**src/rtl/alt_cal_wsum_if.sv**
```systemverilog
// Handshake/bus bundle for the weighted-sum calculator: start/abort/count
// operands towards the block, busy/result/valid/error flags back out.
interface alt_cal_wsum_if #(
  parameter int unsigned NTERM = 3,
  parameter int unsigned IN_W  = 25,
  parameter int unsigned OUT_W = 32
);
  logic                    i_start;
  logic                    i_abort;
  logic [NTERM*IN_W-1:0]   i_n;
  logic                    o_busy;
  logic [OUT_W-1:0]        o_sum;
  logic                    o_vld;
  logic [2:0]              o_err;

  modport master (
    output i_start, i_abort, i_n,
    input  o_busy, o_sum, o_vld, o_err
  );

  modport slave (
    input  i_start, i_abort, i_n,
    output o_busy, o_sum, o_vld, o_err
  );
endinterface

```
**src/rtl/alt_cal_wsum.sv**
```systemverilog
// Weighted-sum calculator: S = sum_k (+/-)C_k*N_k, then >>> SHIFT with
// optional round-half-up, unsigned saturation to OUT_W and {ovf,zero,neg}
// flags. One shared multiplier, one term per clock.
module alt_cal_wsum #(
  parameter int unsigned             NTERM   = 3,
  parameter int unsigned             IN_W    = 25,
  parameter int unsigned             COEF_W  = 30,
  parameter logic [NTERM*COEF_W-1:0] COEFS   = {30'd827155766, 30'd5592433, 30'd483207710},
  parameter logic [NTERM-1:0]        SUBMASK = 3'b110,
  parameter int unsigned             SHIFT   = 22,
  parameter bit                      ROUND   = 1'b0,
  parameter int unsigned             OUT_W   = 32
) (
  input  logic           clk,
  input  logic           rst_n,
  alt_cal_wsum_if.slave  bus
);

  localparam int unsigned PROD_W = IN_W + COEF_W;
  localparam int unsigned ACC_W  = IN_W + COEF_W + $clog2(NTERM) + 1;
  localparam int unsigned IDX_W  = (NTERM > 1) ? $clog2(NTERM) : 1;
  localparam int unsigned EXT_W  = ((ACC_W > OUT_W) ? ACC_W : OUT_W) + 1;

  localparam logic [IDX_W-1:0]        LAST_IDX = IDX_W'(NTERM - 1);
  // Half an output LSB; shifting 2^SHIFT right by one keeps SHIFT=0 legal.
  localparam logic signed [ACC_W-1:0] RND_ADD  = ROUND ? ((ACC_W'(1) << SHIFT) >> 1) : '0;
  localparam logic [EXT_W-1:0]        OVF_LIM  = EXT_W'(1) << OUT_W;

  typedef enum logic [1:0] {
    IDLE = 2'd0,
    MAC  = 2'd1,
    FIN  = 2'd2
  } state_t;

  state_t                    r_state;
  state_t                    w_state_nxt;
  logic [NTERM*IN_W-1:0]     r_n;
  logic signed [ACC_W-1:0]   r_acc;
  logic [IDX_W-1:0]          r_idx;
  logic [OUT_W-1:0]          r_sum;
  logic                      r_vld;
  logic [2:0]                r_err;

  logic                      w_load;
  logic                      w_mac;
  logic                      w_fin;
  logic [IN_W-1:0]           w_n_sel;
  logic [COEF_W-1:0]         w_c_sel;
  logic                      w_sub;
  logic [PROD_W-1:0]         w_prod;
  logic signed [ACC_W-1:0]   w_term;
  logic signed [ACC_W-1:0]   w_acc_nxt;
  logic signed [ACC_W-1:0]   w_acc_rnd;
  logic signed [ACC_W-1:0]   w_r;
  logic [EXT_W-1:0]          w_r_ext;
  logic                      w_neg;
  logic                      w_zero;
  logic                      w_ovf;
  logic [OUT_W-1:0]          w_sum;

  // State register.
  always_ff @(posedge clk or negedge rst_n) begin
    if (!rst_n) r_state <= IDLE;
    else        r_state <= w_state_nxt;
  end

  // Next state and datapath strobes; abort beats completion, start only in IDLE.
  always_comb begin
    w_state_nxt = r_state;
    w_load      = 1'b0;
    w_mac       = 1'b0;
    w_fin       = 1'b0;
    unique case (r_state)
      IDLE: begin
        if (bus.i_start) begin
          w_load      = 1'b1;
          w_state_nxt = MAC;
        end
      end
      MAC: begin
        if (bus.i_abort) begin
          w_state_nxt = IDLE;
        end else begin
          w_mac = 1'b1;
          if (r_idx == LAST_IDX) w_state_nxt = FIN;
        end
      end
      FIN: begin
        w_state_nxt = IDLE;
        if (!bus.i_abort) w_fin = 1'b1;
      end
      default: w_state_nxt = IDLE;
    endcase
  end

  // Select the operand, coefficient and sign of the current term.
  always_comb begin
    w_n_sel = '0;
    w_c_sel = '0;
    w_sub   = 1'b0;
    for (int unsigned k = 0; k < NTERM; k++) begin
      if (r_idx == IDX_W'(k)) begin
        w_n_sel = r_n[k*IN_W +: IN_W];
        w_c_sel = COEFS[k*COEF_W +: COEF_W];
        w_sub   = SUBMASK[k];
      end
    end
  end

  // Shared multiplier and accumulate/subtract step.
  always_comb begin
    w_prod    = PROD_W'(w_n_sel) * PROD_W'(w_c_sel);
    w_term    = signed'({{(ACC_W-PROD_W){1'b0}}, w_prod});
    w_acc_nxt = w_sub ? (r_acc - w_term) : (r_acc + w_term);
  end

  // Final scaling, flag derivation and saturation of the accumulated sum.
  always_comb begin
    w_acc_rnd = r_acc + RND_ADD;
    w_r       = w_acc_rnd >>> SHIFT;
    w_r_ext   = EXT_W'(unsigned'(w_r));
    w_neg     = r_acc[ACC_W-1];
    w_zero    = (r_acc == '0);
    w_ovf     = !w_neg && !w_zero && (w_r_ext >= OVF_LIM);
    if (w_neg || w_zero) w_sum = '0;
    else if (w_ovf)      w_sum = '1;
    else                 w_sum = w_r_ext[OUT_W-1:0];
  end

  // Operand latch, accumulator, term index and held result registers.
  always_ff @(posedge clk or negedge rst_n) begin
    if (!rst_n) begin
      r_n   <= '0;
      r_acc <= '0;
      r_idx <= '0;
      r_sum <= '0;
      r_vld <= 1'b0;
      r_err <= '0;
    end else begin
      r_vld <= 1'b0;
      if (w_load) begin
        r_n   <= bus.i_n;
        r_acc <= '0;
        r_idx <= '0;
        r_err <= '0;
      end
      if (w_mac) begin
        r_acc <= w_acc_nxt;
        r_idx <= r_idx + IDX_W'(1);
      end
      if (w_fin) begin
        r_sum <= w_sum;
        r_err <= {w_ovf, w_zero, w_neg};
        r_vld <= 1'b1;
      end
    end
  end

  assign bus.o_busy = (r_state != IDLE);
  assign bus.o_sum  = r_sum;
  assign bus.o_vld  = r_vld;
  assign bus.o_err  = r_err;

endmodule

```
**src/flat_wrapper.sv**
```systemverilog
// flat-port wrapper written by rule: the top's interface ports become plain ports
module alt_cal_wsum_flat 
#(
  parameter int unsigned             NTERM   = 3,
  parameter int unsigned             IN_W    = 25,
  parameter int unsigned             COEF_W  = 30,
  parameter logic [NTERM*COEF_W-1:0] COEFS   = {30'd827155766, 30'd5592433, 30'd483207710},
  parameter logic [NTERM-1:0]        SUBMASK = 3'b110,
  parameter int unsigned             SHIFT   = 22,
  parameter bit                      ROUND   = 1'b0,
  parameter int unsigned             OUT_W   = 32
)
  (clk, rst_n, bus_i_start, bus_i_abort, bus_i_n, bus_o_busy, bus_o_sum, bus_o_vld, bus_o_err);
  alt_cal_wsum_if #(.NTERM(NTERM), .IN_W(IN_W), .OUT_W(OUT_W)) bus_i ();
  input  logic clk;
  input  logic rst_n;
  input wire logic [$bits(bus_i.i_start)-1:0] bus_i_start;
  input wire logic [$bits(bus_i.i_abort)-1:0] bus_i_abort;
  input wire logic [$bits(bus_i.i_n)-1:0] bus_i_n;
  output wire logic [$bits(bus_i.o_busy)-1:0] bus_o_busy;
  output wire logic [$bits(bus_i.o_sum)-1:0] bus_o_sum;
  output wire logic [$bits(bus_i.o_vld)-1:0] bus_o_vld;
  output wire logic [$bits(bus_i.o_err)-1:0] bus_o_err;
  assign bus_i.i_start = bus_i_start;
  assign bus_i.i_abort = bus_i_abort;
  assign bus_i.i_n = bus_i_n;
  assign bus_o_busy = bus_i.o_busy;
  assign bus_o_sum = bus_i.o_sum;
  assign bus_o_vld = bus_i.o_vld;
  assign bus_o_err = bus_i.o_err;
  alt_cal_wsum #(.NTERM(NTERM), .IN_W(IN_W), .COEF_W(COEF_W), .COEFS(COEFS), .SUBMASK(SUBMASK), .SHIFT(SHIFT), .ROUND(ROUND), .OUT_W(OUT_W)) u_core (.clk(clk), .rst_n(rst_n), .bus(bus_i));
endmodule
```
**config.mk**
```make
export PLATFORM = sky130hd
export DESIGN_NAME = alt_cal_wsum_flat
export DESIGN_NICKNAME = d
export VERILOG_FILES = /design/src/rtl/alt_cal_wsum_if.sv /design/src/rtl/alt_cal_wsum.sv /design/src/flat_wrapper.sv
export SDC_FILE = /design/constraint.sdc
export NUM_CORES = 2
export LEC_CHECK = 0
export CAP_MARGIN = 40
export CORE_UTILIZATION = 35
export DETAILED_ROUTE_END_ITERATION = 6
export GPL_ROUTABILITY_DRIVEN = 0
export MAX_ROUTING_LAYER = met4
export PLACE_DENSITY_LB_ADDON = 0.05
export SYNTH_ARGS = -nofsm -noshare
export SYNTH_HDL_FRONTEND = slang
export SYNTH_SLANG_ARGS = --single-unit
```
**constraint.sdc**
```tcl
create_clock -name clk -period 14.8 [get_ports clk]
set_clock_uncertainty 0.05 [all_clocks]
set_input_delay 2.96 -clock clk [delete_from_list [all_inputs] [get_ports clk]]
set_output_delay 2.96 -clock clk [all_outputs]
set_load 0.005 [all_outputs]
```
==> flow_metrics.py <==
metrics = {
    "clocking": {
        "path_clk_slew_ns": 0.08,
        "cts_buffers": 17,
        "cts_sinks": 173,
        "ctsResizeCount": 0,
        "postCtsHoldBufs": 0,
        "clock_latency_ns": 0.50,
        "tritoncts": "yes",
        "root_buffer": "clkbuf_16",
        "cts_setup_buffers": 0,
        "htree_levels": 4,
        "cts.path.max_buffers": 2,
    },
    "global_route": {
        "grt_pass1_wl_mm": 171.6,
        "grt_max_degree": 59,
        "grt_usage": 0.2545,
        "grt_pass1_vias": 25916,
        "grt_overflow": 0,
        "antenna_found_initial": 3,
    },
    "worst_setup_path": {
        "worstSetupEndpointType": "flop",
        "start_kind": "flop",
        "slowest_stage": "or4b_1",
        "cp_max_fo": 25,
        "critPathKind": "reg2reg",
        "cpPeakStageDelay_ns": 0.63,
        "worstPathArrival_ns": 13.77,
        "crit_required_ns": 15.18,
    },
    "placed_design": {
        "hpwl_mm": 98.69,
        "io_buffers": 115,
        "placedCellCount": 4915,
    },
    "synthesis": {
        "synth_xor_area_frac": 0.04139,
        "ys_warn_count": 0,
        "synth-simple-area-share": 0.1128,
        "synth-main-ff-cell": "dfrtp_1",
        "synth.avg_cell_area_um2": 8.960,
        "synth_top_area_cell": "fa_1",
        "synth-async-reset-ratio": 1.000,
        "synthMuxAreaShare": 0.02688,
        "ys_top_cells_by_area": "fa_1, ha_1, dfrtp_1, inv_1, nand2_1",
        "syn_area_mm2": 0.03259,
        "synthAdderAreaFrac": 0.4579,
        "synth_edf_count": 0,
        "ys_seq_elements": 173,
        "synth_compound_area_frac": 0.1130,
        "yosysTopAreaCellShare": 0.3108,
        "synth.net_count": 4605,
        "synth_cells": 3637,
        "synth_top_family_by_area": "adder cells",
        "ys_seq_area_frac": 0.1328,
        "ys_types": 73,
    },
    "sta": {
        "finalMaxSlewViolations": 0,
        "rsz0062_at_grt": "no",
        "relSlewSlack": 0.3614,
        "fin_crit_sh": 0.9046,
        "tightest_slew_ns": 0.9478,
        "min_period_ns": 13.39,
        "setup_viol": 0,
        "fmax_ghz": 0.07469,
        "tns_ns": 0,
        "hold_viol": 0,
    },
    "final_layout": {
        "final_common_cell": "inv_1",
        "n_fill_cell": 9639,
        "stdcell_count": 4950,
        "num-nets-final": 4659,
        "syn_to_final_growth_pct": 9.802,
        "drive_above_1_share": 0.04752,
        "final_cell_mix": "inv_1, fa_1, ha_1",
    },
    "floorplanning": {
        "coreArea_mm2": 0.09194,
        "die_h_um": 307.1,
        "start_util": 0.3545,
        "num_rows": 111,
        "die_area_mm2": 0.09434,
        "die-width_um": 307.1,
        "io_pins": 116,
    },
    "detailed_routing": {
        "ant_nets": 0,
        "wl_per_cell_um": 22.75,
        "drtPass1Iterations": 6,
        "drt_iter0_markers": 1811,
        "drcViolationCount": 0,
        "wl_mm": 112.6,
        "vias": 24577,
        "via_per_inst": 4.965,
    },
    "hold_path": {
        "hold_path_class": "reg2reg",
    },
    "run_status": {
        "status": "finished clean",
    },
    "job": {
        "maxCapViolations": 0,
    },
}
registers in the layout, summed over array words and instances, names as in the netlist:
| register | flops |
|---|---|
| u_core.r_acc | 58 |
| u_core.bus.o_sum | 32 |
| u_core.r_idx | 2 |
| u_core.r_state | 2 |
| u_core.bus.o_err | 3 |
| u_core.r_n | 75 |
| u_core.bus.o_vld | 1 |
synthesized netlist by cell type (7+ instances only):
cell type	number
a2111oi_0	8
a211oi_1	10
a21o_1	73
a21oi_1	172
a22o_1	11
a311oi_1	7
a31oi_1	18
and2_1	71
and3_1	22
and4_1	13
clkbuf_1	104
dfrtp_1	173
fa_1	506
ha_1	383
inv_1	887
mux2_2	76
nand2_1	270
nand2b_1	28
nand3_1	25
nand4_1	32
nor2_1	165
nor2b_1	29
nor3_1	33
nor3b_1	8
nor4_1	21
o211ai_1	19
o21a_1	22
o21ai_0	153
o21ai_1	8
o21bai_1	25
o31ai_1	12
or2_2	13
or3_1	9
xnor2_1	90
xor2_1	64
worst paths after layout:
check,startpoint,to,slack (ns),cells past startpoint
setup / recovery,u_core.r_idx[0]$_DFFE_PN0P_,u_core.r_acc[57]$_DFFE_PN0P_,1.41,45
hold / removal,u_core.bus.o_sum[18]$_DFFE_PN0P_,u_core.bus.o_sum[18]$_DFFE_PN0P_,0.43,2
setup reg to reg,u_core.r_idx[0]$_DFFE_PN0P_,u_core.r_acc[57]$_DFFE_PN0P_,1.41,45
hold reg to reg,u_core.bus.o_sum[18]$_DFFE_PN0P_,u_core.bus.o_sum[18]$_DFFE_PN0P_,0.43,2
max in group asynchronous,rst_n,u_core.r_n[25]$_DFFE_PN0P_,10.57,4
min in group asynchronous,rst_n,u_core.bus.o_sum[2]$_DFFE_PN0P_,2.36,1
layout make-up:
| class | count | area (um2) | area share |
|---|---|---|---|
| Sequential cell | 173 | 4329 | 0.1210 |
| Tap cell | 1243 | 1555 | 0.04346 |
| Antenna cell | 3 | 7.507 | 0.0002098 |
| Timing Repair Buffer | 146 | 1443 | 0.04032 |
| Multi-Input combinational cell | 2466 | 24540 | 0.6857 |
| Inverter | 887 | 3329 | 0.09305 |
| Clock inverter | 14 | 142.6 | 0.003986 |
| Clock buffer | 18 | 439.2 | 0.01227 |
through the flow:
step | hold WS [ns] | area, um2 | setup slack, ns | utilization
final | 0.4303 | 35780 | 1.412 | 0.3892
after floorplan | 0.4193 | 32590 | 3.411 | -
after CTS | 0.4398 | 35780 | 1.366 | 0.3891
after global placement | 0.4261 | 35050 | 1.475 | 0.3812
after detailed placement | 0.4207 | 35190 | 1.408 | 0.3828
after global routing | 0.4593 | 35780 | 0.4762 | 0.3891
worst max-delay path: cells and delay by family (launching register included):
family	cells	cell delay, ns
adders and majority gates	10	4.95
and+or+nand+nor	16	4.28
AOI/OAI and AO/OA	10	2.68
buffers and inverters	7	0.58
DFF	1	0.46
xor gates and xnor gates	2	0.28
cell families (layout without fill, tap and decap cells):
logic type                 Yosys count  after routing
adders and majority gates          889            889
AOI/OAI and AO/OA                  588            588
buffers and inverters              998           1065
xor gates and xnor gates           154            154
other                                0              3
muxes                               78             78
DFF                                173            173
and+or+nand+nor                    757            757
metal layers:
layer  part of all wire  global-route usage  wire length (um)  up-vias
met5                  0                   -                 0        -
met4              0.011             0.04003              1277        0
met3              0.049             0.03563              5487       52
met2               0.44              0.3763             49850      521
met1               0.50              0.3735             56020    12396
li1                   -                   -                 -    11608
Power is left out: the tool's default activity adds up to more than one toggle a clock period on the data nets, which glitch-free logic cannot reach.
